File: src/rtl/rglib_rotate_align_pkg.sv
// Shared types and elaboration helpers for the rotate aligner and its data-path shifter.
package rglib_rotate_align_pkg;

  typedef enum logic [1:0] {
    SEARCH,
    VERIFY,
    LOCKED
  } state_t;

  function automatic int unsigned calc_positions(input int unsigned data_width,
                                                 input int unsigned pow_granularity);
    return data_width >> pow_granularity;
  endfunction

  function automatic string opposite_dir(input string dir);
    if (dir == "LEFT") return "RIGHT";
    return "LEFT";
  endfunction

endpackage

File: src/rtl/rglib_rotate.sv
// Barrel rotator in coarse steps of 2**POW_GRANULARITY bits with optional output register.
module rglib_rotate
  import rglib_rotate_align_pkg::*;
#(
  parameter int unsigned          DATA_WIDTH       = 32,
  parameter int unsigned          POW_GRANULARITY  = 0,
  parameter string                ROTATE_DIRECTION = "RIGHT",
  parameter int unsigned          ROTATE_STAGE_NUM = $clog2(DATA_WIDTH) - POW_GRANULARITY,
  parameter string                OUT_REG          = "TRUE"
) (
  input  logic                        clk,
  input  logic                        kill,
  input  logic                        in_valid,
  input  logic [DATA_WIDTH-1:0]       in,
  input  logic [ROTATE_STAGE_NUM-1:0] rotate_val,
  output logic                        out_valid,
  output logic [DATA_WIDTH-1:0]       out
);

  localparam int unsigned SHW = ROTATE_STAGE_NUM + POW_GRANULARITY;

  logic [SHW-1:0]        w_shamt;
  logic [SHW:0]          w_compl;
  logic [DATA_WIDTH-1:0] w_rot;

  // A shift by the full width yields zero, so rotate_val=0 needs no special case.
  assign w_shamt = SHW'(rotate_val) << POW_GRANULARITY;
  assign w_compl = (SHW+1)'(DATA_WIDTH) - {1'b0, w_shamt};

  generate
    if (ROTATE_DIRECTION == "LEFT") begin : g_left
      assign w_rot = (in << w_shamt) | (in >> w_compl);
    end else begin : g_right
      assign w_rot = (in >> w_shamt) | (in << w_compl);
    end

    if (OUT_REG == "TRUE") begin : g_reg
      logic                  r_out_valid;
      logic [DATA_WIDTH-1:0] r_out;
      always_ff @(posedge clk) begin
        if (kill) begin
          r_out_valid <= 1'b0;
          r_out       <= '0;
        end else begin
          r_out_valid <= in_valid;
          r_out       <= w_rot;
        end
      end
      assign out_valid = r_out_valid;
      assign out       = r_out;
    end else begin : g_comb
      assign out_valid = in_valid;
      assign out       = w_rot;
    end
  endgenerate

endmodule

File: src/rtl/rglib_rotate_align.sv
// Receive aligner: finds the transmitter's rotation via a periodic sync word, locks, de-rotates.
module rglib_rotate_align
  import rglib_rotate_align_pkg::*;
#(
  parameter int unsigned           DATA_WIDTH       = 32,
  parameter int unsigned           POW_GRANULARITY  = 0,
  parameter string                 ROTATE_DIRECTION = "RIGHT",
  parameter int unsigned           ROTATE_STAGE_NUM = $clog2(DATA_WIDTH) - POW_GRANULARITY,
  parameter logic [DATA_WIDTH-1:0] SYNC_PATTERN     = 32'hBC95_0F3A,
  parameter int unsigned           SYNC_PERIOD      = 8,
  parameter int unsigned           LOCK_CNT         = 3,
  parameter int unsigned           UNLOCK_CNT       = 2,
  parameter string                 OUT_REG          = "TRUE"
) (
  input  logic                        clk,
  input  logic                        rst_n,
  input  logic                        kill,
  input  logic                        in_valid,
  input  logic [DATA_WIDTH-1:0]       in,
  output logic                        out_valid,
  output logic [DATA_WIDTH-1:0]       out,
  output logic                        out_sync,
  output logic                        locked,
  output logic [ROTATE_STAGE_NUM-1:0] rotate_val
);

  localparam int unsigned N         = calc_positions(DATA_WIDTH, POW_GRANULARITY);
  localparam string       DEROT_DIR = opposite_dir(ROTATE_DIRECTION);
  localparam int unsigned PW        = $clog2(SYNC_PERIOD);
  localparam int unsigned HW        = $clog2(LOCK_CNT + 1);
  localparam int unsigned MW        = $clog2(UNLOCK_CNT + 1);

  state_t                      r_state, w_state_nxt;
  logic [PW-1:0]               r_pcnt, w_pcnt_nxt;
  logic [HW-1:0]               r_hit, w_hit_nxt, w_hit_inc;
  logic [MW-1:0]               r_miss, w_miss_nxt, w_miss_inc;
  logic [ROTATE_STAGE_NUM-1:0] r_rotate_val, w_rotate_val_nxt;

  logic [N-1:0]                w_match;
  logic                        w_any;
  logic [ROTATE_STAGE_NUM-1:0] w_cand;
  logic                        w_flush, w_locked, w_check, w_pos_match;
  logic [PW-1:0]               w_pcnt_inc;

  generate
    for (genvar k = 0; k < N; k++) begin : g_match
      localparam int unsigned S = k << POW_GRANULARITY;
      logic [DATA_WIDTH-1:0] w_cand_rot;
      if (S == 0) begin : g_id
        assign w_cand_rot = in;
      end else if (DEROT_DIR == "LEFT") begin : g_left
        assign w_cand_rot = {in[DATA_WIDTH-1-S:0], in[DATA_WIDTH-1:DATA_WIDTH-S]};
      end else begin : g_right
        assign w_cand_rot = {in[S-1:0], in[DATA_WIDTH-1:S]};
      end
      assign w_match[k] = (w_cand_rot == SYNC_PATTERN);
    end
  endgenerate

  always_comb begin
    w_any  = 1'b0;
    w_cand = '0;
    for (int unsigned k = 0; k < N; k++) begin
      if (w_match[k] && !w_any) begin
        w_any  = 1'b1;
        w_cand = ROTATE_STAGE_NUM'(k);
      end
    end
  end

  assign w_flush     = kill | ~rst_n;
  assign w_locked    = (r_state == LOCKED);
  assign w_check     = in_valid && (r_pcnt == PW'(SYNC_PERIOD - 1));
  assign w_pos_match = w_match[r_rotate_val];
  assign w_pcnt_inc  = (r_pcnt == PW'(SYNC_PERIOD - 1)) ? '0 : r_pcnt + 1'b1;
  assign w_hit_inc   = r_hit + 1'b1;
  assign w_miss_inc  = r_miss + 1'b1;

  always_comb begin
    w_state_nxt      = r_state;
    w_pcnt_nxt       = r_pcnt;
    w_hit_nxt        = r_hit;
    w_miss_nxt       = r_miss;
    w_rotate_val_nxt = r_rotate_val;
    unique case (r_state)
      SEARCH: begin
        if (in_valid && w_any) begin
          w_rotate_val_nxt = w_cand;
          w_pcnt_nxt       = '0;
          w_hit_nxt        = HW'(1);
          w_miss_nxt       = '0;
          w_state_nxt      = (LOCK_CNT == 1) ? LOCKED : VERIFY;
        end
      end
      VERIFY: begin
        if (in_valid) w_pcnt_nxt = w_pcnt_inc;
        if (w_check) begin
          if (w_pos_match) begin
            w_hit_nxt = w_hit_inc;
            if (w_hit_inc == HW'(LOCK_CNT)) begin
              w_state_nxt = LOCKED;
              w_miss_nxt  = '0;
            end
          end else begin
            w_state_nxt = SEARCH;
            w_hit_nxt   = '0;
            w_pcnt_nxt  = '0;
          end
        end
      end
      LOCKED: begin
        if (in_valid) w_pcnt_nxt = w_pcnt_inc;
        if (w_check) begin
          if (w_pos_match) begin
            w_miss_nxt = '0;
          end else if (w_miss_inc == MW'(UNLOCK_CNT)) begin
            w_state_nxt = SEARCH;
            w_pcnt_nxt  = '0;
            w_hit_nxt   = '0;
            w_miss_nxt  = '0;
          end else begin
            w_miss_nxt = w_miss_inc;
          end
        end
      end
      default: w_state_nxt = SEARCH;
    endcase
  end

  always_ff @(posedge clk) begin
    if (w_flush) begin
      r_state      <= SEARCH;
      r_pcnt       <= '0;
      r_hit        <= '0;
      r_miss       <= '0;
      r_rotate_val <= '0;
    end else begin
      r_state      <= w_state_nxt;
      r_pcnt       <= w_pcnt_nxt;
      r_hit        <= w_hit_nxt;
      r_miss       <= w_miss_nxt;
      r_rotate_val <= w_rotate_val_nxt;
    end
  end

  // Data path sees the pre-edge lock state and rotation, so entry words are dropped, exit words kept.
  rglib_rotate #(
    .DATA_WIDTH      (DATA_WIDTH),
    .POW_GRANULARITY (POW_GRANULARITY),
    .ROTATE_DIRECTION(DEROT_DIR),
    .ROTATE_STAGE_NUM(ROTATE_STAGE_NUM),
    .OUT_REG         (OUT_REG)
  ) u_rotate (
    .clk       (clk),
    .kill      (w_flush),
    .in_valid  (in_valid & w_locked),
    .in        (in),
    .rotate_val(r_rotate_val),
    .out_valid (out_valid),
    .out       (out)
  );

  generate
    if (OUT_REG == "TRUE") begin : g_sync_reg
      logic r_out_sync;
      always_ff @(posedge clk) begin
        if (w_flush) r_out_sync <= 1'b0;
        else         r_out_sync <= in_valid & w_locked & w_check;
      end
      assign out_sync = r_out_sync;
    end else begin : g_sync_comb
      assign out_sync = in_valid & w_locked & w_check;
    end
  endgenerate

  assign locked     = w_locked;
  assign rotate_val = r_rotate_val;

endmodule

File: config.mk
export PLATFORM = sky130hd
export DESIGN_NAME = rglib_rotate_align
export DESIGN_NICKNAME = d
export VERILOG_FILES = /design/src/rtl/rglib_rotate_align_pkg.sv /design/src/rtl/rglib_rotate.sv /design/src/rtl/rglib_rotate_align.sv
export SDC_FILE = /design/constraint.sdc
export NUM_CORES = 1
export LEC_CHECK = 0
export ABC_AREA = 1
export BUFFER_PORTS_ARGS = -buffer_cell sky130_fd_sc_hd__clkbuf_2
export CAP_MARGIN = 20
export CORE_ASPECT_RATIO = 0.7
export CORE_MARGIN = 2
export CORE_UTILIZATION = 26
export DETAILED_ROUTE_END_ITERATION = 8
export REMOVE_ABC_BUFFERS = 1
export SETUP_SLACK_MARGIN = 0.3
export SYNTH_ARGS = -nofsm -noshare
export SYNTH_HDL_FRONTEND = slang
export SYNTH_SLANG_ARGS = --single-unit
File: constraint.sdc
create_clock -name clk -period 6.25 [get_ports clk]
set_input_delay 0.3125 -clock clk [delete_from_list [all_inputs] [get_ports clk]]
set_output_delay 0.3125 -clock clk [all_outputs]
set_load 0.03 [all_outputs]
; Word-level counts from Yosys, hierarchy flattened
; Index checks and enable logic that the tools add are counted.
[totals]
reg_bits = 48
in_bits = 36
out_inout_bits = 40
word_cells = 229
[op_classes]
n_addsub = 4
order_cmp = 1
n_eq_ne = 45
shifts = 2
muxes = 93
n_bitwise = 5
n_reduce_logical = 71
[op_table]
columns = operator, count
row1 = $eq A32 B32 Y1 const B, 32
row2 = $mux W5, 30
row3 = $mux W1, 34
row4 = $logic_and A1 B1 Y1, 33
row5 = $mux W2, 16
row6 = $or A32 B32 Y32, 1
row7 = $shl A32 B5 Y32, 1
row8 = $shr A32 B6 Y32, 1
row9 = $logic_not A1 Y1, 31
row10 = $mux W3, 8
row11 = $pmux W2 S3, 3
row12 = $reduce_and A6 Y1, 3
row13 = $ne A2 B2 Y1 const B, 5
row14 = $pmux W3 S3, 1
row15 = $eq A2 B2 Y1 const B, 3
row16 = $lt A5 B6 Y1 const B, 1
row17 = $sub A6 B5 Y6 const A, 1
row18 = $bmux W1 S5, 1
row19 = $add A2 B1 Y2 const B, 2
row20 = $ne A2 B1 Y1 const B, 2
row21 = $reduce_and A2 Y1, 2
row22 = $add A3 B1 Y3 const B, 1
row23 = $eq A3 B3 Y1 const B, 1
row24 = $ne A3 B3 Y1 const B, 1
row25 = 6 further kinds, 7

; Logic depth before layout (Yosys ltp)
; Gate-level depths: netlist of the first run.
[logic_depth]
ltp_word = 98
mapped_depth = 29
mapped_depth_nobuf = 27

; By module
; From an unflattened synthesis of the first run, not the netlist that was laid out.
[hier_totals]
hier_cells = 1700
hier_area_um2 = 8834.7
[by_module_without_submodules]
columns = mod, instances, cells_each, area_per_inst_um2, seq_area_each_um2
row1 = rglib_rotate_align, 1, 954, 4616.9, 300.3
row2 = rglib_rotate, 1, 746, 4217.8, 660.6

; Worst setup path after synthesis of the first run
; Ideal clock, no wire load.
[synth_path]
path_kind = flip-flop to flip-flop
startpoint = reg r_rotate_val[0], in the netlist rotate_val[0]
endpoint = reg u_rotate.g_reg.r_out[9], in the netlist u_rotate.out[9]
setup_time_ps = 110
arrival_time_ps = 3289
required_time_ps = 6140
path_slack_ps = 2851
stages_incl_launch_ff = 18
n_path_buf = 7
synth_period_minus_slack_ps = 3399
cell_sequence = dfxtp_1 -> clkbuf_1 -> inv_1 -> clkbuf_1 -> clkbuf_1 -> buf_1 -> ha_1 -> clkbuf_1 -> clkinv_1 -> clkbuf_1 -> buf_1 -> nand2_1 -> o21ai_0 -> mux2i_1 -> o211ai_1 -> o221ai_1 -> nand2_1 -> inv_1
[synth_via]
elab_chain_len = 3
word_cells_on_any_way = 4
classes_between = 1 x add/sub / 2 x shift / 1 x bitwise
[synth_rtl]
columns = element, line_no
row1 = from (decl), rglib_rotate_align.sv:37  ; logic [ROTATE_STAGE_NUM-1:0] r_rotate_val, w_rotate_val_nxt;
row2 = from (signal assigned), rglib_rotate_align.sv:142  ; r_rotate_val <= w_rotate_val_nxt;
row3 = $sub A6 B5 Y6, rglib_rotate.sv:28  ; assign w_compl = (SHW+1)'(DATA_WIDTH) - {1'b0, w_shamt};
row4 = $shr A32 B6 Y32, rglib_rotate.sv:32  ; assign w_rot = (in << w_shamt) | (in >> w_compl);
row5 = $or A32 B32 Y32 (*), rglib_rotate.sv:32
row6 = to (signal assigned), rglib_rotate.sv:46  ; r_out <= w_rot;
row7 = to (decl), rglib_rotate.sv:39  ; logic [DATA_WIDTH-1:0] r_out;
; Every way passes the cells marked *; elsewhere a longest branch is shown, timed or not.
; A chain may end at the register's enable or synchronous reset.

; Final worst setup path of the first run
[layout_path]
startpoint = in in[17]
endpoint = reg r_pcnt[2]
[layout_via]
elab_chain_len = 98
word_cells_on_any_way = 136
classes_between = 33 x eq/ne / 39 x mux / 64 x reduce/logical
[layout_rtl]
columns = element, line_no
row1 = from (decl), rglib_rotate_align.sv:19  ; input logic [DATA_WIDTH-1:0] in,
row2 = $eq A32 B32 Y1, rglib_rotate_align.sv:56  ; assign w_match[k] = (w_cand_rot == SYNC_PATTERN);
row3 = $mux W1, rglib_rotate_align.sv:64  ; if (w_match[k] && !w_any) begin
row4 = $logic_not A1 Y1, rglib_rotate_align.sv:64
row5 = $logic_and A1 B1 Y1, rglib_rotate_align.sv:64
row6 = $mux W1, rglib_rotate_align.sv:64
row7 = $logic_not A1 Y1, rglib_rotate_align.sv:64
row8 = $logic_and A1 B1 Y1, rglib_rotate_align.sv:64
row9 = $mux W1, rglib_rotate_align.sv:64
row10 = [... 82 more ...], n/a
row11 = $logic_and A1 B1 Y1, rglib_rotate_align.sv:64
row12 = $mux W1, rglib_rotate_align.sv:64
row13 = $logic_not A1 Y1, rglib_rotate_align.sv:64
row14 = $logic_and A1 B1 Y1, rglib_rotate_align.sv:64
row15 = $mux W1, rglib_rotate_align.sv:64
row16 = $logic_and A1 B1 Y1, rglib_rotate_align.sv:87  ; if (in_valid && w_any) begin
row17 = $ne A2 B2 Y1 (no line), n/a
row18 = $reduce_and A2 Y1 (no line), n/a
row19 = to (signal assigned), rglib_rotate_align.sv:139  ; r_pcnt <= w_pcnt_nxt;
row20 = to (decl), rglib_rotate_align.sv:34  ; logic [PW-1:0] r_pcnt, w_pcnt_nxt;
; Parallel ways exist; a longest one is shown, timed or not. The select of a mux whose other input is x is not followed.

==> flow_summary.ini, run 1 <==
[critical_path]
critical_path_class = input port to flop
crit_start = in[17]
end_kind = flop
crit_required_ns = 6.48
timing.rr.start = rotate_val[1]
cp_max_fo = 11
reg2reg_slack_ns = 2.72
start_kind = input port
arrival_ns = 3.96

[global_route]
track_usage_pct = 28.4
first_global_vias = 11200
grt_max_degree = 66
antenna_found_initial = 0
grt_overflow = 0
grt_first_pass_wirelength_um = 74300

[clocking]
cts.path.max_buffers = 2
clock_sinks = 48
cts_hold_buf = 0
htreeDepth = 2
clock_latency_ns = 0.30
path_clk_slew_ns = 0.07
post_cts.repair.setup_buffers = 0
cts_resized = 0
cts_buffers = 5
cts_tree = yes
cts-root-buf = clkbuf_16

[detailed_routing]
drt_iter0_markers = 1830
wl_um = 50600
drc_errors = 0
routedWlPerCell_um = 23.6
antenna_left = 0
vias = 12300
drt_pre_antenna_iters = 6
vias_per_cell = 5.73

[synthesis]
synthCells = 1704
ys_seq_area_share_pct = 11.0
synth-seq-cells = 48
synth_area_leader_cell = nand2_1
muxShareOfSynthArea_pct = 0.686
synthFlopType = dfxtp_1
synth_top_area_share_pct = 16.9
ys_warn_count = 0
synth_area_per_cell_um2 = 5.14
async_flop_share_pct = 0
synth_area_um2 = 8750
synth_edf_count = 0
synthAdderAreaFrac_pct = 1.00
yosys.area_share.simple_pct = 51.5
synth_top_family_by_area = simple AND/OR/NAND/NOR gates
synth-compound-area-share_pct = 17.7
synth-xor-area-share_pct = 0.200
synth_area_leaders = nand2_1, dfxtp_1, inv_1
ys_types = 48

[cells_and_area]
synthToLayoutAreaGrowth_pct = 8.20
diodes = 0
nets = 1748
fin_area_um2 = 9470
drive_gt1_share_pct = 10.6

[timing]
fmax_mhz = 268
relSlewSlack_pct = 45.6
whs_ns = 0.375
drv_slew = 0
period_needed_ns = 3.73
final.period_utilization_pct = 59.7
hold_violations = 0
rsz0062_at_grt = false
tightest_slew_ns = 0.815
finalSetupViolations = 0
worst_slack_ns = 2.52
finClkSkew_ns = 0.0106
fin_setup_tns_ns = 0

[floorplan]
initial_core_util_pct = 26.2
die_area_um2 = 35200
io_pins = 76
core_um2 = 33400
rows = 56
die_h_um = 158
die_w_um = 223

[hold_path]
worstHoldStart = in_valid
min_path_type = input port to flop

[power]
p_leak_nw = 4.35
power.density_nw_per_um2 = 106
power_mw = 1.01
ir_drop_v = 0.000126

[place]
pre_cts_ws_ns = 2.42
dpl.hpwl_um = 40800
placed_cell_area_um2 = 9300
io_buffer_count = 75
place.gp.congestion = 1.06

[run_status]
status = complete, no violations

[job]
drv_cap = 0
[synth_stat cells, types with 3 or more instances]
library cell,count
nand2_1,393
inv_1,246
nor2_1,238
o21ai_0,126
nand3_1,102
a21oi_1,83
nand4_1,76
nor4_1,68
nor3_1,61
clkbuf_1,52
dfxtp_1,48
o211ai_1,30
nand2_2,21
inv_2,19
buf_4,17
o221ai_1,15
buf_1,13
buf_6,11
nor2_2,10
ha_1,7
buf_2,6
inv_4,6
mux2i_1,6
a31oi_1,5
nand2_4,5
or2_2,5
nor4_2,4
clkinv_1,3
nor3_2,3
nor3b_1,3
[per-stage QoR]
| stage | utilization (%) | cells |
|---|---|---|
| 6_report | 28.4 | 2141 |
| 2_1_floorplan | - | 1605 |
| 3_3_place_gp | 27.9 | 2133 |
| 4_1_cts | 28.4 | 2141 |
| 3_5_place_dp | 27.9 | 2133 |
| 5_1_grt | 28.4 | 2141 |
[flip-flops by register name, indices dropped and copies added, names as in the netlist]
register            count
out_sync                1
r_hit                   2
r_miss                  2
r_pcnt                  3
r_state                 2
rotate_val              5
u_rotate.out           32
u_rotate.out_valid      1
[layout by cell type, fill, tap and decap left out, types with 2 or more instances in the layout]
cell	netlist	routed
nand2_1	393	393
inv_1	246	245
nor2_1	238	237
o21ai_0	126	126
nand3_1	102	102
a21oi_1	83	83
nand4_1	76	76
clkbuf_2	0	75
nor4_1	68	68
nor3_1	61	61
dfxtp_1	48	47
o211ai_1	30	30
nand2_2	21	21
inv_2	19	20
buf_4	17	18
o221ai_1	15	15
nor2_2	10	11
ha_1	7	7
mux2i_1	6	6
inv_4	6	6
a31oi_1	5	5
or2_2	5	5
nand2_4	5	5
clkbuf_16	0	5
nor4_2	4	4
clkinv_1	3	3
nor3_2	3	3
nor3b_1	3	3
o311ai_0	2	2
o31ai_1	2	2
o21ai_1	2	2
a211oi_1	2	2
[where the power goes]
group | total [mW] | internal, mW | switching (mW)
combinational | 0.362 | 0.0737 | 0.289
sequential | 0.316 | 0.314 | 0.00249
clock | 0.328 | 0.201 | 0.128
total | 1.01 | 0.588 | 0.419
[final timing paths]
| check | endpoint | cells past startpoint |
|---|---|---|
| worst max register to register | u_rotate.out[16] | 12 |
| worst min-delay path | out_sync | 3 |
| worst min register to register | r_miss[1] | 2 |
| worst max-delay path | r_pcnt[2] | 21 |
[worst max-delay path, stage by stage]
cell and delay, ns:
clkbuf_2 0.43, nand2_1 0.34, nor2_1 0.22, inv_1 0.16, nor4_1 0.52, nand4_1 0.44, nand2_1 0.18, o211ai_1 0.09
nand3_1 0.12, nand3_1 0.08, nand3_1 0.11, nand2_1 0.10, nand2_1 0.07, o31ai_1 0.06, o21ai_1 0.11, inv_2 0.08
nand2_1 0.10, nand2_1 0.06, a21oi_1 0.13, nand3_1 0.09, a21oi_1 0.15
[cell type report]
cell class	count	area, um2
multi-input combinational	1283	6230
timing repair buffer	93	510
fill	3982	23900
tap	435	544
clock buffer	6	139
sequential	48	962
clock inverter	2	38.8
inverter	274	1040
[metal layers]
metal | track usage [%] | wire length, um
met2 | 41.4 | 19900
met4 | 8.29 | 1640
met1 | 41.4 | 23600
met5 | 0 | 0
met3 | 6.20 | 5390
[logic make-up after synthesis]
family                     count (synthesis)
AOI/OAI and AO/OA                        274
adders and majority gates                  7
DFF                                       48
buffers and inverters                    373
and+or+nand+nor                          994
xor gates and xnor gates                   2
muxes                                      6
(Power assumes the default switching activity.)
==> run 2, diff against run 1 <==
ABC_AREA = 0   (was 1)
clock period = 3.05 ns   (was 6.25 ns; I/O delays follow)
==> run 2 against run 1 <==
Compared with the run above: global-route usage is 1.1 points higher; area after synthesis is 2.8% lower; sequential cell count stayed put; highest routed layer unchanged; clock power is 130% higher; largest cell class unchanged; register-to-register slack worse by 2.5 ns; design area is 38% higher; non-clock buffer count is 381 higher.
==> flow_summary.ini, run 2 <==
[run_status]
status = complete, no violations

[timing]
tightest_slew_ns = 0.706
finClkSkew_ns = 0.00587
hold_violations = 0
drv_slew = 0
fmax_mhz = 344
rsz0062_at_grt = true
final.period_utilization_pct = 95.2
finalSetupViolations = 0
whs_ns = 0.227
relSlewSlack_pct = 52.6
period_needed_ns = 2.90

[synthesis]
synth_area_um2 = 8510
synth-xor-area-share_pct = 0.412
synth_top_area_share_pct = 11.3
ys_warn_count = 0
synth_area_per_cell_um2 = 7.12
synthFlopType = dfxtp_1
synth_common_cells = nand2_1, nor2_1, nand4_1
synthCells = 1195
synth-seq-cells = 48
synth_edf_count = 0
synthAdderAreaFrac_pct = 1.03
synth-compound-area-share_pct = 16.6
synth_area_leader_cell = dfxtp_1
ys_seq_area_share_pct = 11.3
muxShareOfSynthArea_pct = 15.3
ys_types = 88
synth.most_common_cell = nand2_1
async_flop_share_pct = 0
synth_area_leaders = dfxtp_1, mux4_2, mux2i_1
synth_top_family_by_area = simple AND/OR/NAND/NOR gates
yosys.area_share.simple_pct = 47.7

[hold_path]
min_path_type = input port to flop

[floorplan]
die_h_um = 155
die_area_um2 = 34200
initial_core_util_pct = 26.4
die_w_um = 220
rows = 55
io_pins = 76
core_um2 = 32300

[clocking]
clock_sinks = 48
cts_hold_buf = 0
cts-root-buf = clkbuf_16
path_clk_slew_ns = 0.07
htreeDepth = 2
cts_tree = yes
cts_buffers = 5
cts.path.max_buffers = 2
clock_latency_ns = 0.31

[place]
dp_cells = 1925
place.gp.congestion = 1.04
dpl.hpwl_um = 41200
placed_cell_area_um2 = 11700
io_buffer_count = 75

[detailed_routing]
routedWlPerCell_um = 26.4
drt_pre_antenna_iters = 5
drc_errors = 0
drt_iter0_markers = 1963
vias = 12200
vias_per_cell = 6.19
antenna_left = 0
wl_um = 52100

[power]
p_leak_nw = 5.33
ir_drop_v = 0.000196
power_mw = 2.42
power.density_nw_per_um2 = 185

[critical_path]
end_kind = flop
cp_slowest_stage_delay_ns = 0.52
crit_chain = buf_8 -> buf_12 -> and3b_2 -> and3b_1 -> buf_4 -> nand4_1 -> o32a_1 -> nand3_2 -> nor4_4 -> a31oi_4 -> buf_6 -> and2_4 -> and3_4 -> o21a_1
cp_max_fo = 6
critical_path_class = input port to flop
reg2reg_slack_ns = 0.27
crit_required_ns = 3.26
cpMaxStageDelayCell = nor4_4
start_kind = input port
arrival_ns = 3.11

[global_route]
grt_overflow = 0
antenna_found_initial = 0
track_usage_pct = 29.5
grt_max_degree = 47
first_global_vias = 11200
grt_first_pass_wirelength_um = 74800

[cells_and_area]
fin_cells = 1973
drive_gt1_share_pct = 42.0
final_common_cell = buf_4
fin_area_um2 = 13100
largest_reg_flops = 32
nets = 1588
fillers = 3286
layout_common_cells = buf_4, nand2_1, nor2_1, nand4_1, a21oi_1
diodes = 0
synthToLayoutAreaGrowth_pct = 53.7

[job]
drv_cap = 0
-- run 2: changes by cell type in the layout (fill, tap and decap cells not counted), sizes merged, moves of 18 or more --
cell,delta
buf,+392
nand2,-291
inv,-253
nor2,-141
o21ai,-95
nand3,-52
mux2i,+44
nor3,-34
nor2b,+33
mux4,+28
a211oi,+27
a21oi,-21
and2,+20
or4,+18
-- run 2: kinds of logic after synthesis --
group                    Yosys count
buffers and inverters            151
multiplexers                      93
adder cells (fa/ha/maj)            7
AO/OA/AOI/OAI                    208
XOR/XNOR                           4
AND/OR/NAND/NOR                  684
flip-flops                        48
-- run 2: through the flow --
stage	setup TNS, ns	setup slack, ns	util [%]
2_1_floorplan	-121.67	-3.43	-
6_report	0	0.147	40.5
3_5_place_dp	-4.54	-0.490	36.4
4_1_cts	0	0.294	38.2
5_1_grt	0	0.160	40.5
3_3_place_gp	-5.79	-0.594	36.4
-- run 2: final cells by class --
class / instances / area [um2] / share of cell area [%]
sequential: 48 / 968 / 7.40
clock inverter: 3 / 68.8 / 0.526
clock buffer: 5 / 125 / 0.957
multi-input combinational: 996 / 7500 / 57.3
timing repair buffer: 474 / 3810 / 29.1
tap: 427 / 534 / 4.08
inverter: 20 / 78.8 / 0.603
-- run 2: critical path, delay by kind of cell --
kind,cells,cell delay (ns)
AND/OR/NAND/NOR,7,1.71
AO/OA/AOI/OAI,3,0.72
buffers and inverters,4,0.52
-- run 2: path summary, 6_finish.rpt --
kind | start | to | cells past startpoint
worst max-delay path | in[31] | r_state[1] | 14
worst min-delay path | kill | r_miss[1] | 3
worst max register to register | rotate_val[0] | r_state[0] | 12
worst min register to register | r_miss[1] | r_miss[1] | 1
-- run 2: timing repair --
item	CTS	global route
resized for setup	66	137
buffers inserted	9	30
pin swaps	19	43
setup endpoints to repair	24	23
gates cloned	1	0
-- run 2: power breakdown --
group | total [mW] | leakage [nW] | internal [mW] | switching [mW]
logic | 1.04 | 4.84 | 0.434 | 0.602
clock network | 0.740 | 0.0944 | 0.473 | 0.267
registers | 0.646 | 0.393 | 0.642 | 0.00417
total | 2.42 | 5.33 | 1.55 | 0.873
-- run 2: per-layer routing --
layer	routed length (um)	global-route usage (%)	up-vias
li1	-	-	5311
met1	22400	42.9	5915
met2	20800	41.2	860
met3	7580	11.0	126
met4	1340	5.27	0
met5	0	0	-
==> run 3, diff against run 2 <==
CELL_PAD_IN_SITES_DETAIL_PLACEMENT = 1   (was default)
CELL_PAD_IN_SITES_GLOBAL_PLACEMENT = 2   (was default)
PLACE_DENSITY_LB_ADDON = 0.1   (was default)
==> run 3 against run 2 <==
Compared with the run above: non-clock buffer count fell by 18; die area did not move; via count fell by 2.7%; wire length rose by 13%; global-route usage rose by 4.0 points; sequential cell count did not move; maximum frequency rose by 5.2%; clock skew rose by 0.0014 ns.
==> flow_summary.ini, run 3 (same netlist as run 2, synthesis figures left out) <==
[cells_and_area]
nets = 1570
synthToLayoutAreaGrowth_pct = 55.4
fin_cells = 1956
drive_gt1_share_pct = 42.9
final_common_cell = buf_4
largest_reg_flops = 32
layout_common_cells = buf_4, nand2_1, nor2_1, nand4_1, a21oi_1
utilization_pct = 41.0

[detailed_routing]
wl_um = 58800
vias = 11900
drt_iter0_markers = 1207
vias_per_cell = 6.07
drc_errors = 0
routedWlPerCell_um = 30.0
antenna_left = 0
drt_pre_antenna_iters = 5

[timing]
fin_setup_tns_ns = 0
hold_violations = 0
fmax_mhz = 362
finalSetupViolations = 0
period_needed_ns = 2.76
whs_ns = 0.263
tightest_slew_ns = 0.907
drv_slew = 0
final.period_utilization_pct = 90.5
relSlewSlack_pct = 39.6
finClkSkew_ns = 0.00729
rsz0062_at_grt = true

[hold_path]
min_path_type = input port to flop
min_to = r_miss[1]
worstHoldStart = kill
hold_depth = 3

[critical_path]
timing.rr.start = rotate_val[1]
crit_family = simple AND/OR/NAND/NOR gates
cp_num_buf_inv = 5
cp_max_fo = 8
critical_path_class = input port to flop
start_kind = input port
crit_top_cell = buf_4
arrival_ns = 2.95
cp_slowest_stage_delay_ns = 0.36
reg2reg_slack_ns = 0.37
r2r_cells = 10
cpMaxStageDelayCell = nor4_4
end_kind = flop
crit_chain = buf_6 -> buf_12 -> nor2b_2 -> nand4_1 -> buf_4 -> buf_4 -> nor4_1 -> buf_4 -> a32oi_2 -> o22ai_2 -> nor4_4 -> nand3_4 -> o31ai_4 -> nand2_1 -> o32a_1
crit_required_ns = 3.24
rr_endpoint = u_rotate.out[12]

[global_route]
track_usage_pct = 33.5
antenna_found_initial = 0
grt_max_degree = 68
grt_first_pass_wirelength_um = 83100
first_global_vias = 11500
grt_overflow = 0

[clocking]
clock_latency_ns = 0.30
cts_buffers = 5
cts.path.max_buffers = 2
clock_sinks = 48
cts-root-buf = clkbuf_16
htreeDepth = 2
cts_hold_buf = 0
path_clk_slew_ns = 0.07
cts_tree = yes

[job]
drv_cap = 0

[place]
place.gp.congestion = 1.01
dp_cells = 1896
dpl.hpwl_um = 47300
io_buffer_count = 75

[floorplan]
core_um2 = 32300
initial_core_util_pct = 26.4
io_pins = 76
rows = 55
die_h_um = 155
die_w_um = 220
die_area_um2 = 34200

[power]
power.density_nw_per_um2 = 183
ir_drop_v = 0.000208
power_mw = 2.42
p_leak_nw = 5.41

[run_status]
status = complete, no violations
==> run 3: layout make-up <==
| class | instances | area (um2) |
|---|---|---|
| sequential | 48 | 970 |
| clock inverter | 2 | 38.8 |
| multi-input combinational | 996 | 7670 |
| fill | 3895 | 19100 |
| clock buffer | 6 | 150 |
| inverter | 20 | 75.1 |
| timing repair buffer | 456 | 3780 |
| antenna | 1 | 2.50 |
| tap | 427 | 534 |
==> run 3: worst max-delay path by stage <==
stage,startpoint,cells past startpoint,end,slack (ns)
5_1_grt,in[11],15,r_state[0],0.23
2_1_floorplan,rotate_val[0],8,u_rotate.out[9],-3.43
4_1_cts,in[11],11,r_miss[0],0.27
6_report,in[11],15,r_state[0],0.29
3_3_place_gp,in[2],14,r_hit[0],-0.39
3_5_place_dp,in[2],14,r_miss[0],-0.36
==> run 3: metrics by stage <==
step / cell area (um2) / setup WS [ns]
global route: 13200 / 0.228
CTS: 12100 / 0.269
floorplan: 7920 / -3.43
detailed placement: 11600 / -0.362
global placement: 11600 / -0.392
finish: 13200 / 0.290
==> run 3: what timing repair did <==
item,in CTS,in global routing
setup buffers,8,40
pin swaps,15,57
setup endpoints to repair,15,26
gates cloned,0,3
resized for setup,64,201
==> run 3: per-layer routing <==
layer  wire length [um]  vias to the layer above  track usage (%)  part of all wire (%)
li1                   -                     5260                -                     -
met1              28300                     5974             50.5                    48
met2              22200                      596             43.6                    38
met3               7670                       45             15.1                    13
met4                520                        2             2.59                  0.88
met5                118                        -             5.51                  0.20
==> run 3: where the power goes <==
part           internal [mW]  switching (mW)  leakage [nW]
combinational          0.445           0.633          4.92
sequential             0.642         0.00485         0.394
clock                  0.440           0.259        0.0926
total                   1.53           0.896          5.41
==> run 3: worst register-to-register path, stage by stage (launching register included) <==
cell,delay (ns)
dfxtp_4,0.40
inv_1,0.09
ha_4,0.32
buf_12,0.17
mux2_2,0.38
o21ai_0,0.45
o21ai_0,0.22
o211ai_1,0.22
o21ai_0,0.11
a21oi_1,0.13
nor2_1,0.05
